## config.mk

```make
export PLATFORM = sky130hd
export DESIGN_NAME = if_fetch_unit
export DESIGN_NICKNAME = d
export VERILOG_FILES = /design/src/rtl/if_fetch_unit.sv
export SDC_FILE = /design/constraint.sdc
export NUM_CORES = 1
export LEC_CHECK = 0
export CAP_MARGIN = 40
export CORE_ASPECT_RATIO = 0.9
export CORE_MARGIN = 1
export CORE_UTILIZATION = 50
export DETAILED_ROUTE_END_ITERATION = 10
export HOLD_SLACK_MARGIN = 0.12
export PLACE_DENSITY = 0.8
export REMOVE_ABC_BUFFERS = 1
export SYNTH_ARGS = -nofsm -noshare
export SYNTH_HDL_FRONTEND = slang
export SYNTH_SLANG_ARGS = --single-unit
export TNS_END_PERCENT = 10
```

## constraint.sdc

```tcl
create_clock -name clk -period 2.85 [get_ports clk]
set_input_delay 0.57 -clock clk [delete_from_list [all_inputs] [get_ports clk]]
set_output_delay 0.57 -clock clk [all_outputs]
set_load 0.05 [all_outputs]
```

## src/rtl/if_fetch_unit.sv

```systemverilog
// Instruction-fetch front end: owns the fetch PC, issues word requests over a
// req/ack handshake, and buffers one instruction (plus one skid entry) for decode.
// Redirects are deferred past the delay-slot fetch.
// Optional feature macro: EXC_EN adds the exc_valid port and the S_DRAIN state.
module if_fetch_unit #(
  parameter logic [31:0] RESET_PC = 32'h0000_3000,
  parameter logic [31:0] EXC_PC   = 32'h0000_4180
) (
  input  logic        clk,
  input  logic        reset,
  input  logic        stall,
  input  logic        redirect_valid,
  input  logic [31:0] redirect_pc,
  output logic        imem_req,
  output logic [31:0] imem_addr,
  input  logic        imem_ack,
  input  logic [31:0] imem_rdata,
  output logic        instr_valid,
  output logic [31:0] instr,
  output logic [31:0] pc_out,
  output logic [31:0] pc8_out,
  output logic        addr_err
`ifdef EXC_EN
  ,
  input  logic        exc_valid
`endif
);

`ifdef EXC_EN
  typedef enum logic [1:0] {StReq, StFull, StDrain} state_e;
`else
  typedef enum logic [1:0] {StReq, StFull} state_e;
  logic [31:0] unused_exc_pc;
  assign unused_exc_pc = EXC_PC;
`endif

  state_e      state_q, state_d;
  logic [31:0] fetch_pc_q, fetch_pc_d;
  logic [31:0] pend_pc_q, pend_pc_d;
  logic        pend_valid_q, pend_valid_d;
  logic        imem_req_q, imem_req_d;
  logic [31:0] imem_addr_q, imem_addr_d;
  logic        valid_q, valid_d;
  logic [31:0] instr_q, instr_d;
  logic [31:0] pc_q, pc_d;
  logic [31:0] pc8_q, pc8_d;
  logic        err_q, err_d;
  logic [31:0] skid_instr_q, skid_instr_d;
  logic [31:0] skid_pc_q, skid_pc_d;
  logic        skid_err_q, skid_err_d;

  logic        consume, free;
  logic        complete, cpl_err;
  logic [31:0] cpl_instr;
  logic        pend_v_eff;
  logic [31:0] pend_pc_eff, next_pc;
  logic        do_issue;
  logic [31:0] issue_pc;

  // Next-state: handshake completion, buffer/skid movement, PC advance.
  always_comb begin
    state_d      = state_q;
    fetch_pc_d   = fetch_pc_q;
    imem_req_d   = imem_req_q;
    imem_addr_d  = imem_addr_q;
    valid_d      = valid_q;
    instr_d      = instr_q;
    pc_d         = pc_q;
    pc8_d        = pc8_q;
    err_d        = err_q;
    skid_instr_d = skid_instr_q;
    skid_pc_d    = skid_pc_q;
    skid_err_d   = skid_err_q;
    complete     = 1'b0;
    cpl_instr    = imem_rdata;
    cpl_err      = 1'b0;
    do_issue     = 1'b0;
    issue_pc     = fetch_pc_q;

    consume     = valid_q & ~stall;
    free        = ~valid_q | ~stall;
    // A redirect arriving on the completing edge takes effect immediately.
    pend_v_eff  = redirect_valid | pend_valid_q;
    pend_pc_eff = redirect_valid ? redirect_pc : pend_pc_q;
    next_pc     = pend_v_eff ? pend_pc_eff : fetch_pc_q + 32'd4;
    pend_valid_d = pend_v_eff;
    pend_pc_d    = pend_pc_eff;

    if (consume) valid_d = 1'b0;

    case (state_q)
      StReq: begin
        if (imem_req_q) begin
          complete = imem_ack;
        end else if (fetch_pc_q[1:0] != 2'b00) begin
          // Misaligned PC never reaches memory; deliver a nop flagged as an error.
          complete  = 1'b1;
          cpl_instr = 32'h0;
          cpl_err   = 1'b1;
        end else begin
          do_issue = 1'b1;
        end
      end
      StFull: begin
        if (consume) begin
          valid_d  = 1'b1;
          instr_d  = skid_instr_q;
          pc_d     = skid_pc_q;
          pc8_d    = skid_pc_q + 32'd8;
          err_d    = skid_err_q;
          state_d  = StReq;
          do_issue = 1'b1;
        end
      end
`ifdef EXC_EN
      StDrain: begin
        // Data returned for the abandoned request is dropped.
        if (imem_ack) begin
          state_d  = StReq;
          do_issue = 1'b1;
        end
      end
`endif
      default: state_d = StReq;
    endcase

    if (complete) begin
      fetch_pc_d   = next_pc;
      pend_valid_d = 1'b0;
      if (free) begin
        valid_d  = 1'b1;
        instr_d  = cpl_instr;
        pc_d     = fetch_pc_q;
        pc8_d    = fetch_pc_q + 32'd8;
        err_d    = cpl_err;
        do_issue = 1'b1;
        issue_pc = next_pc;
      end else begin
        skid_instr_d = cpl_instr;
        skid_pc_d    = fetch_pc_q;
        skid_err_d   = cpl_err;
        state_d      = StFull;
        imem_req_d   = 1'b0;
      end
    end

    // Misaligned targets leave req low; StReq then synthesises the entry.
    if (do_issue) begin
      imem_req_d = (issue_pc[1:0] == 2'b00);
      if (issue_pc[1:0] == 2'b00) imem_addr_d = issue_pc;
    end

`ifdef EXC_EN
    if (exc_valid) begin
      valid_d      = 1'b0;
      pend_valid_d = 1'b0;
      fetch_pc_d   = EXC_PC;
      if (imem_req_q && !imem_ack) begin
        state_d     = StDrain;
        imem_req_d  = 1'b1;
        imem_addr_d = imem_addr_q;
      end else begin
        state_d    = StReq;
        imem_req_d = (EXC_PC[1:0] == 2'b00);
        if (EXC_PC[1:0] == 2'b00) imem_addr_d = EXC_PC;
      end
    end
`endif
  end

  // State and registered outputs, synchronous reset.
  always_ff @(posedge clk) begin
    if (reset) begin
      state_q      <= StReq;
      fetch_pc_q   <= RESET_PC;
      pend_pc_q    <= 32'h0;
      pend_valid_q <= 1'b0;
      imem_req_q   <= 1'b0;
      imem_addr_q  <= 32'h0;
      valid_q      <= 1'b0;
      instr_q      <= 32'h0;
      pc_q         <= 32'h0;
      pc8_q        <= 32'h0;
      err_q        <= 1'b0;
      skid_instr_q <= 32'h0;
      skid_pc_q    <= 32'h0;
      skid_err_q   <= 1'b0;
    end else begin
      state_q      <= state_d;
      fetch_pc_q   <= fetch_pc_d;
      pend_pc_q    <= pend_pc_d;
      pend_valid_q <= pend_valid_d;
      imem_req_q   <= imem_req_d;
      imem_addr_q  <= imem_addr_d;
      valid_q      <= valid_d;
      instr_q      <= instr_d;
      pc_q         <= pc_d;
      pc8_q        <= pc8_d;
      err_q        <= err_d;
      skid_instr_q <= skid_instr_d;
      skid_pc_q    <= skid_pc_d;
      skid_err_q   <= skid_err_d;
    end
  end

  assign imem_req    = imem_req_q;
  assign imem_addr   = imem_addr_q;
  assign instr_valid = valid_q;
  assign instr       = instr_q;
  assign pc_out      = pc_q;
  assign pc8_out     = pc8_q;
  assign addr_err    = err_q;

endmodule
```

* Word level (Yosys, flattened, before mapping)
Cells that the tools add are included.
Cells by class: divide/modulo/power cells 0, add/subtract/negate cells 3, reduce and logical (&&, ||, !) cells 8, eq/ne operators 2, bitwise gates (word level) 6, magnitude comparators 0, multiplexer cells 46, shifts and indexed selects 0, multipliers 0
Operator list (count):
- 2-to-1 mux 32 bit | 19
- adder 32 x 4 -> 32 bit (second input constant) | 2
- adder 32 x 3 -> 32 bit (second input constant) | 1
- 2-to-1 mux 1 bit | 22
- 2-to-1 mux 2 bit | 3
- AND reduction 2 bit | 3
- zero test 2 bit | 2
- one-hot mux 2 bit (2 select lines) | 1
- nonzero test 2 bit | 2
- NOT 1 bit | 3
- == test 2 x 1 -> 1 bit (second input constant) | 1
- inequality test 2 x 1 -> 1 bit (second input constant) | 1
- OR 1 bit | 2
- one-hot mux 1 bit (2 select lines) | 1
- OR reduction 2 bit | 1
- AND 1 bit | 1
Word-level totals: memory bits (read-only) 0, bits in latches 0, flip-flop bits (word level) 263, output and inout port bits 131, memories kept 0, bits in writable memories 0

* Longest topological paths before layout
Gate-level depths: netlist (run 1).
word-level depth 8, gate-level depth with buffers 9, depth with buffers taken out 7

* Least setup slack after synthesis (run 1)
Ideal clock, no wire load.
path type reg2reg, from register fetch_pc_q[3], to register imem_addr_q[23], in the netlist imem_addr[23], library setup time 0.079 ns, clock period less this slack 2.284 ns, cell stages (with the launch flop) 9, path slack 0.566 ns, arrival time 2.205 ns, data required time 2.771 ns, cells stage by stage dfxtp_1 ha_1 nand4_4 or4_1 buf_2 or3_1 nand3_2 nand3_1 a211oi_2
On the way: longest elaborated chain between the ends 4
Ends and longest elaborated chain:
- start: declaration | line 38 | logic [31:0] fetch_pc_q, fetch_pc_d;
- start signal: assignment | line 190 | fetch_pc_q <= fetch_pc_d;
- adder 32 x 3 -> 32 bit | line 85 | next_pc = pend_v_eff ? pend_pc_eff : fetch_pc_q + 32'd4;
- 2-to-1 mux 32 bit | line 85
- 2-to-1 mux 32 bit | line 130 | if (free) begin
- 2-to-1 mux 32 bit | line 127 | if (complete) begin
- end signal: assignment | line 194 | imem_addr_q <= imem_addr_d;
- end: declaration | line 42 | logic [31:0] imem_addr_q, imem_addr_d;
Every way passes these cells. A chain may end at the register's enable or synchronous reset.

* Final worst setup path (run 1)
from register fetch_pc_q[3], to register imem_addr_q[21], in the netlist imem_addr[21]
Same word-level chain as after synthesis.

==> flow_metrics.tcl, run 1 <==
set metrics [dict create \
    outcome "complete, no violations" \
    final_common_cell "nand2_1" \
    layout_common_cells "321 x nand2_1, 263 x dfxtp_1, 197 x clkdlybuf4s50_1" \
    leakage_nw 5.59 \
    syn_inst 1596 \
    coreArea_um2 24600 \
    setup_viol 0 \
    cts_root_buffer "clkbuf_16" \
    grt_pass1_wl_um 62000 \
    wl_per_cell_um 18.6 \
    syn-cell-area_um2 12700 \
    num_io_pins 200 \
    h-tree-depth 1 \
    crit_path_end "imem_addr[21]" \
    final.min_clock_period_ns 2.56 \
    min_path_type "flop to flop" \
    fin_nets 1809 \
    firstDrtPassIters 6 \
    cp-start-kind "flop" \
    maxCapViolations 0 \
    clkLatencyLatePin_ns 0.54 \
    viasPerCell 6.00 \
    grt_pass1_vias 11800 \
    cts_setup_buffers 0 \
    timing.fmax_mhz 391 \
    min_period_over_period_pct 89.7 \
    ys.flop_type "dfxtp_1" \
    die_h_um 153 \
    synth-edff-count 0 \
    cts_tree "built" \
    regToRegStartpoint "fetch_pc_q[3]" \
    multiInputGateArea_um2 6610 \
    grt.met1_usage_pct 40.8 \
    route.vias.total 12500 \
    crit_start "fetch_pc_q[3]" \
    seq_area_frac_synth_pct 41.5 \
    initial_core_util_pct 51.6 \
    final_layout_size_suffix_gt1_share_pct 8.60 \
    antenna_cells 0 \
    fillers 2056 \
    holdWs_ns 0.455 \
    async_reset_ff_share_pct 0 \
    max_slew_margin_pct 46.5 \
    antenna_found_initial 0 \
    slew_violations 0 \
    fin_util_pct 64.7 \
    gp_congestion 0.907 \
    grt_use_met3_pct 4.92 \
    ys_warn_count 0 \
    ff2ff_path_depth 7 \
    clock_skew_ns 0.0173 \
    cp_max_fo 9 \
    ys_types 73 \
    ir_drop_v 0.000449 \
    setup_tns_ns 0 \
    numCtsBuffers 28 \
    r2r_slack_ns 0.29 \
    antenna_left 0 \
    hpwlAfterDp_um 25900 \
    use_met2_pct 45.2 \
    worstMarginPinSlew_ns 0.802 \
    clock-sinks 263 \
    drt-total-wl_um 38800 \
    grt_max_degree 111 \
    setup_slack_ns 0.294 \
    dpl_worst_slack_ns 0.223 \
    crit_type "flop to flop" \
    grt_use_total_pct 29.3 \
    cts_hold_buf 0 \
    seq_area_um2 5270 \
    end_kind "flop" \
    fp-row-count 54 \
    die_area_um2 26000 \
    r2r_end "imem_addr[21]" \
    cts_resized 0 \
    hold_viol_final 0 \
    clk_pin_slew_ns 0.06 \
    synth_area_per_cell_um2 7.95 \
    die_x_um 170 \
    power_density_nw_per_um2 639 \
    cp.required_ns 3.31 \
    top_usage_layer "met2" \
    drc 0 \
    syn_to_final_growth_pct 25.5 \
    drtIter0Drc 1136 \
    grt_overflow_total 0 \
    power_w 0.0102 \
    port_buffers 199 \
    arrival_ns 3.02 \
    synth_seq_cells 263 \
    cts_buffer_depth 3 \
    rsz0062_at_grt "false" \
]
how the worst min path moves through the flow:
| stage | startpoint | end | slack (ns) | depth (start not counted) |
|---|---|---|---|---|
| finish | skid_instr_q[16] | skid_instr_q[16] | 0.46 | 2 |
| detailed placement | skid_instr_q[25] | skid_instr_q[25] | 0.45 | 2 |
| global placement | skid_instr_q[0] | skid_instr_q[0] | 0.44 | 2 |
| global route | skid_instr_q[28] | skid_instr_q[28] | 0.47 | 2 |
| floorplan | skid_instr_q[0] | skid_instr_q[0] | 0.43 | 2 |
| CTS | skid_instr_q[5] | skid_instr_q[5] | 0.46 | 2 |
routing by layer:
| metal | up-vias | wire length, um | share of wire [%] |
|---|---|---|---|
| met5 | - | 0 | 0 |
| met4 | 0 | 1400 | 3.6 |
| met3 | 103 | 3690 | 9.5 |
| met2 | 652 | 17300 | 44 |
| met1 | 5888 | 16500 | 42 |
| li1 | 5894 | - | - |
cell families after synthesis:
kind of cell | after synthesis | share of synthesized area [%]
muxes | 37 | 2.94
xor gates and xnor gates | 55 | 3.80
and+or+nand+nor | 680 | 24.3
DFF | 263 | 41.5
AOI/OAI and AO/OA | 391 | 20.5
other | 1 | 0.0296
buffers and inverters | 166 | 6.66
adders and majority gates | 3 | 0.296
cell usage after synthesis, types with 4 or more instances:
master     number  area, um^2
o21bai_1        4        30.0
o211ai_1       13        97.6
buf_2          39         195
dfxtp_1       263        5270
a21oi_1       186         931
nand3_1        68         340
o31a_1          8        70.1
a221oi_1        7        61.3
or3_1           9        56.3
a211oi_1       40         300
buf_6           9         101
a311oi_1       63         552
xor2_1         25         219
a2111oi_0       5        43.8
a21o_1          4        30.0
a31oi_1         4        25.0
nand4_1        19         119
xnor2_1        30         263
clkbuf_1       82         308
nand2_1       322        1210
inv_1           5        18.8
nor4_1         11        68.8
and4_1          8        70.1
nor2_1        151         567
o21ai_0        20         100
o22ai_1         4        25.0
clkbuf_8        9         124
nand2b_1       10        62.6
and3_1         15        93.8
buf_1          18        67.6
mux2i_1        35         350
o21a_1          7        52.6
nor3_1         33         165
where the power goes:
part           switching, W  total (W)  internal (W)
logic               0.00153    0.00236      0.000832
clock network       0.00147    0.00366       0.00219
registers          0.000219    0.00416       0.00394
flip-flops by register name, summed over array words and instances, names as in the netlist:
name / cells
addr_err: 1
fetch_pc_q: 32
state_q: 2
pend_pc_q: 32
pend_valid_q: 1
imem_addr: 32
pc_out: 32
pc8_out: 32
imem_req: 1
skid_pc_q: 32
skid_instr_q: 32
skid_err_q: 1
instr: 32
instr_valid: 1
worst max-delay path: stages, from the launching register on:
cell and delay, ns:
dfxtp_1 0.45, ha_1 0.34, nand4_4 0.14, or4_1 0.73, or3_1 0.39, nand3_2 0.10, nand3_1 0.11, a211oi_2 0.22
layout make-up:
type | count | area share [%]
well taps | 336 | 2.64
flip-flops and latches | 263 | 33.1
multi-input cells | 1167 | 41.5
repair buffers | 272 | 16.9
clock inverters | 4 | 0.456
inverters | 5 | 0.118
clock buffers | 44 | 5.29
through the flow:
step	area, um^2	std cells
after floorplan	11900	1435
after global placement	15000	2043
after detailed placement	15000	2043
after CTS	15900	2091
after global routing	15900	2091
final	15900	2091
No activity file was read; power rests on OpenSTA's default activity.
==> inputs of run 2 (changes only) <==
Settings changed: TNS_END_PERCENT 10 to 100.
==> results of run 2 <==
Final layout, timing and power as in run 1 (identical DEF).
==> inputs of run 3 (changes only) <==
Settings changed: CORE_ASPECT_RATIO 0.9 to not set, CORE_MARGIN 1 to 2.
==> run 3 against run 2 <==
Effect of this change: combinational power hardly changed; via count up 0.38%; largest power group unchanged; highest routed layer unchanged; clock power fell by 2%.
==> flow_metrics.tcl, run 3 (synthesis results as in run 1) <==
set metrics [dict create \
    drc 0 \
    syn_to_final_growth_pct 25.5 \
    max_slew_margin_pct 42.3 \
    clkLatencyLatePin_ns 0.54 \
    slew_violations 0 \
    antenna_left 0 \
    hpwlAfterDp_um 26000 \
    initial_core_util_pct 50.7 \
    end_kind "flop" \
    crit_chain "nand4_2 -> or4_1 -> or3_1 -> nand3_2 -> nand3_1 -> a211oi_2" \
    path_delay_family "simple AND/OR/NAND/NOR gates" \
    viasPerCell 6.01 \
    antenna_cells 0 \
    hold_viol_final 0 \
    grt_overflow_total 0 \
    clock-sinks 263 \
    grt_pass1_vias 11700 \
    clk_pin_slew_ns 0.06 \
    fin_nets 1815 \
    final_layout_size_suffix_gt1_share_pct 9.02 \
    cts_hold_buf 0 \
    numCtsBuffers 29 \
    fin_util_pct 63.6 \
    grt_max_degree 120 \
    num_io_pins 200 \
    rsz0062_at_grt "false" \
    min_path_type "flop to flop" \
    gp_congestion 0.964 \
    grt_use_total_pct 27.7 \
    drtIter0Drc 1499 \
    cts_setup_buffers 0 \
    final_common_cell "nand2_1" \
    ir_drop_v 0.000483 \
    dp.cells 2042 \
    worst-path-buf-inv 0 \
    cp_max_fo 12 \
    leakage_nw 5.63 \
    crit_slowest_cell "or4_1" \
    outcome "complete, no violations" \
    setup_viol 0 \
    antenna_found_initial 0 \
    cp.required_ns 3.30 \
    power_density_nw_per_um2 634 \
    h-tree-depth 1 \
    final.min_clock_period_ns 2.52 \
    route.vias.total 12600 \
    arrival_ns 2.97 \
    die_h_um 163 \
    cp-start-kind "flop" \
    grt_pass1_wl_um 60400 \
    fp-row-count 58 \
    maxCapViolations 0 \
    die_area_um2 26700 \
    coreArea_um2 25000 \
    crit_type "flop to flop" \
    drt-total-wl_um 38200 \
    dpl-instance-area_um2 15000 \
    port_buffers 199 \
    die_x_um 163 \
    cts_resized 0 \
    cts_tree "built" \
    stdcell_area_um2 15900 \
    layout_common_cells "321 x nand2_1, 263 x dfxtp_1, 197 x clkdlybuf4s50_1" \
    timing.fmax_mhz 396 \
    slowest_delay_ns 0.69 \
    cts_root_buffer "clkbuf_16" \
    min_period_over_period_pct 88.5 \
    cts_buffer_depth 3 \
    worstMarginPinSlew_ns 0.865 \
    firstDrtPassIters 6 \
    stdcell_count 2093 \
    wl_per_cell_um 18.3 \
    clock_skew_ns 0.0163 \
    r2r_slack_ns 0.33 \
]
[run 3: final timing paths]
check,end,depth (start not counted),from
worst max-delay path,imem_addr[25],6,fetch_pc_q[13]
worst min-delay path,skid_instr_q[16],2,skid_instr_q[16]
worst max register to register,imem_addr[25],6,fetch_pc_q[13]
worst min register to register,skid_instr_q[16],2,skid_instr_q[16]
[run 3: routing by layer]
metal | up-vias | track usage, % | wire, um
li1 | 5921 | - | -
met1 | 5918 | 36.0 | 15600
met2 | 646 | 46.3 | 18000
met3 | 100 | 3.76 | 3200
met4 | 0 | 11.6 | 1410
met5 | - | 0 | 0
[run 3: report_power, final]
part           total [W]  internal [W]  switching [W]  leakage [nW]
clock            0.00358       0.00211        0.00147         0.451
sequential       0.00415       0.00394       0.000210          2.14
combinational    0.00236      0.000833        0.00152          3.03
total             0.0101       0.00689        0.00320          5.63
[run 3: worst register-to-register path: stages (launching register included)]
cell and delay, ns:
dfxtp_1 0.60, nand4_2 0.37, or4_1 0.69, or3_1 0.40, nand3_2 0.09, nand3_1 0.10
a211oi_2 0.18
[run 3: final cells by class]
class | instances | area (um^2)
inverters | 5 | 18.8
repair buffers | 277 | 2700
clock inverters | 7 | 66.3
flip-flops and latches | 263 | 5270
multi-input cells | 1167 | 6610
well taps | 330 | 413
clock buffers | 44 | 842
fillers | 2149 | 9120
[run 3: metrics by stage]
step | setup TNS (ns) | worst slack, ns | power, W | hold slack [ns]
after floorplan | -371.82 | -2.93 | 0.00562 | 0.431
after global placement | 0 | 0.108 | 0.00653 | 0.442
after detailed placement | 0 | 0.0559 | 0.00656 | 0.447
after CTS | 0 | 0.352 | 0.0101 | 0.455
after global routing | 0 | 0.230 | 0.0105 | 0.471
final | 0 | 0.327 | 0.0101 | 0.454
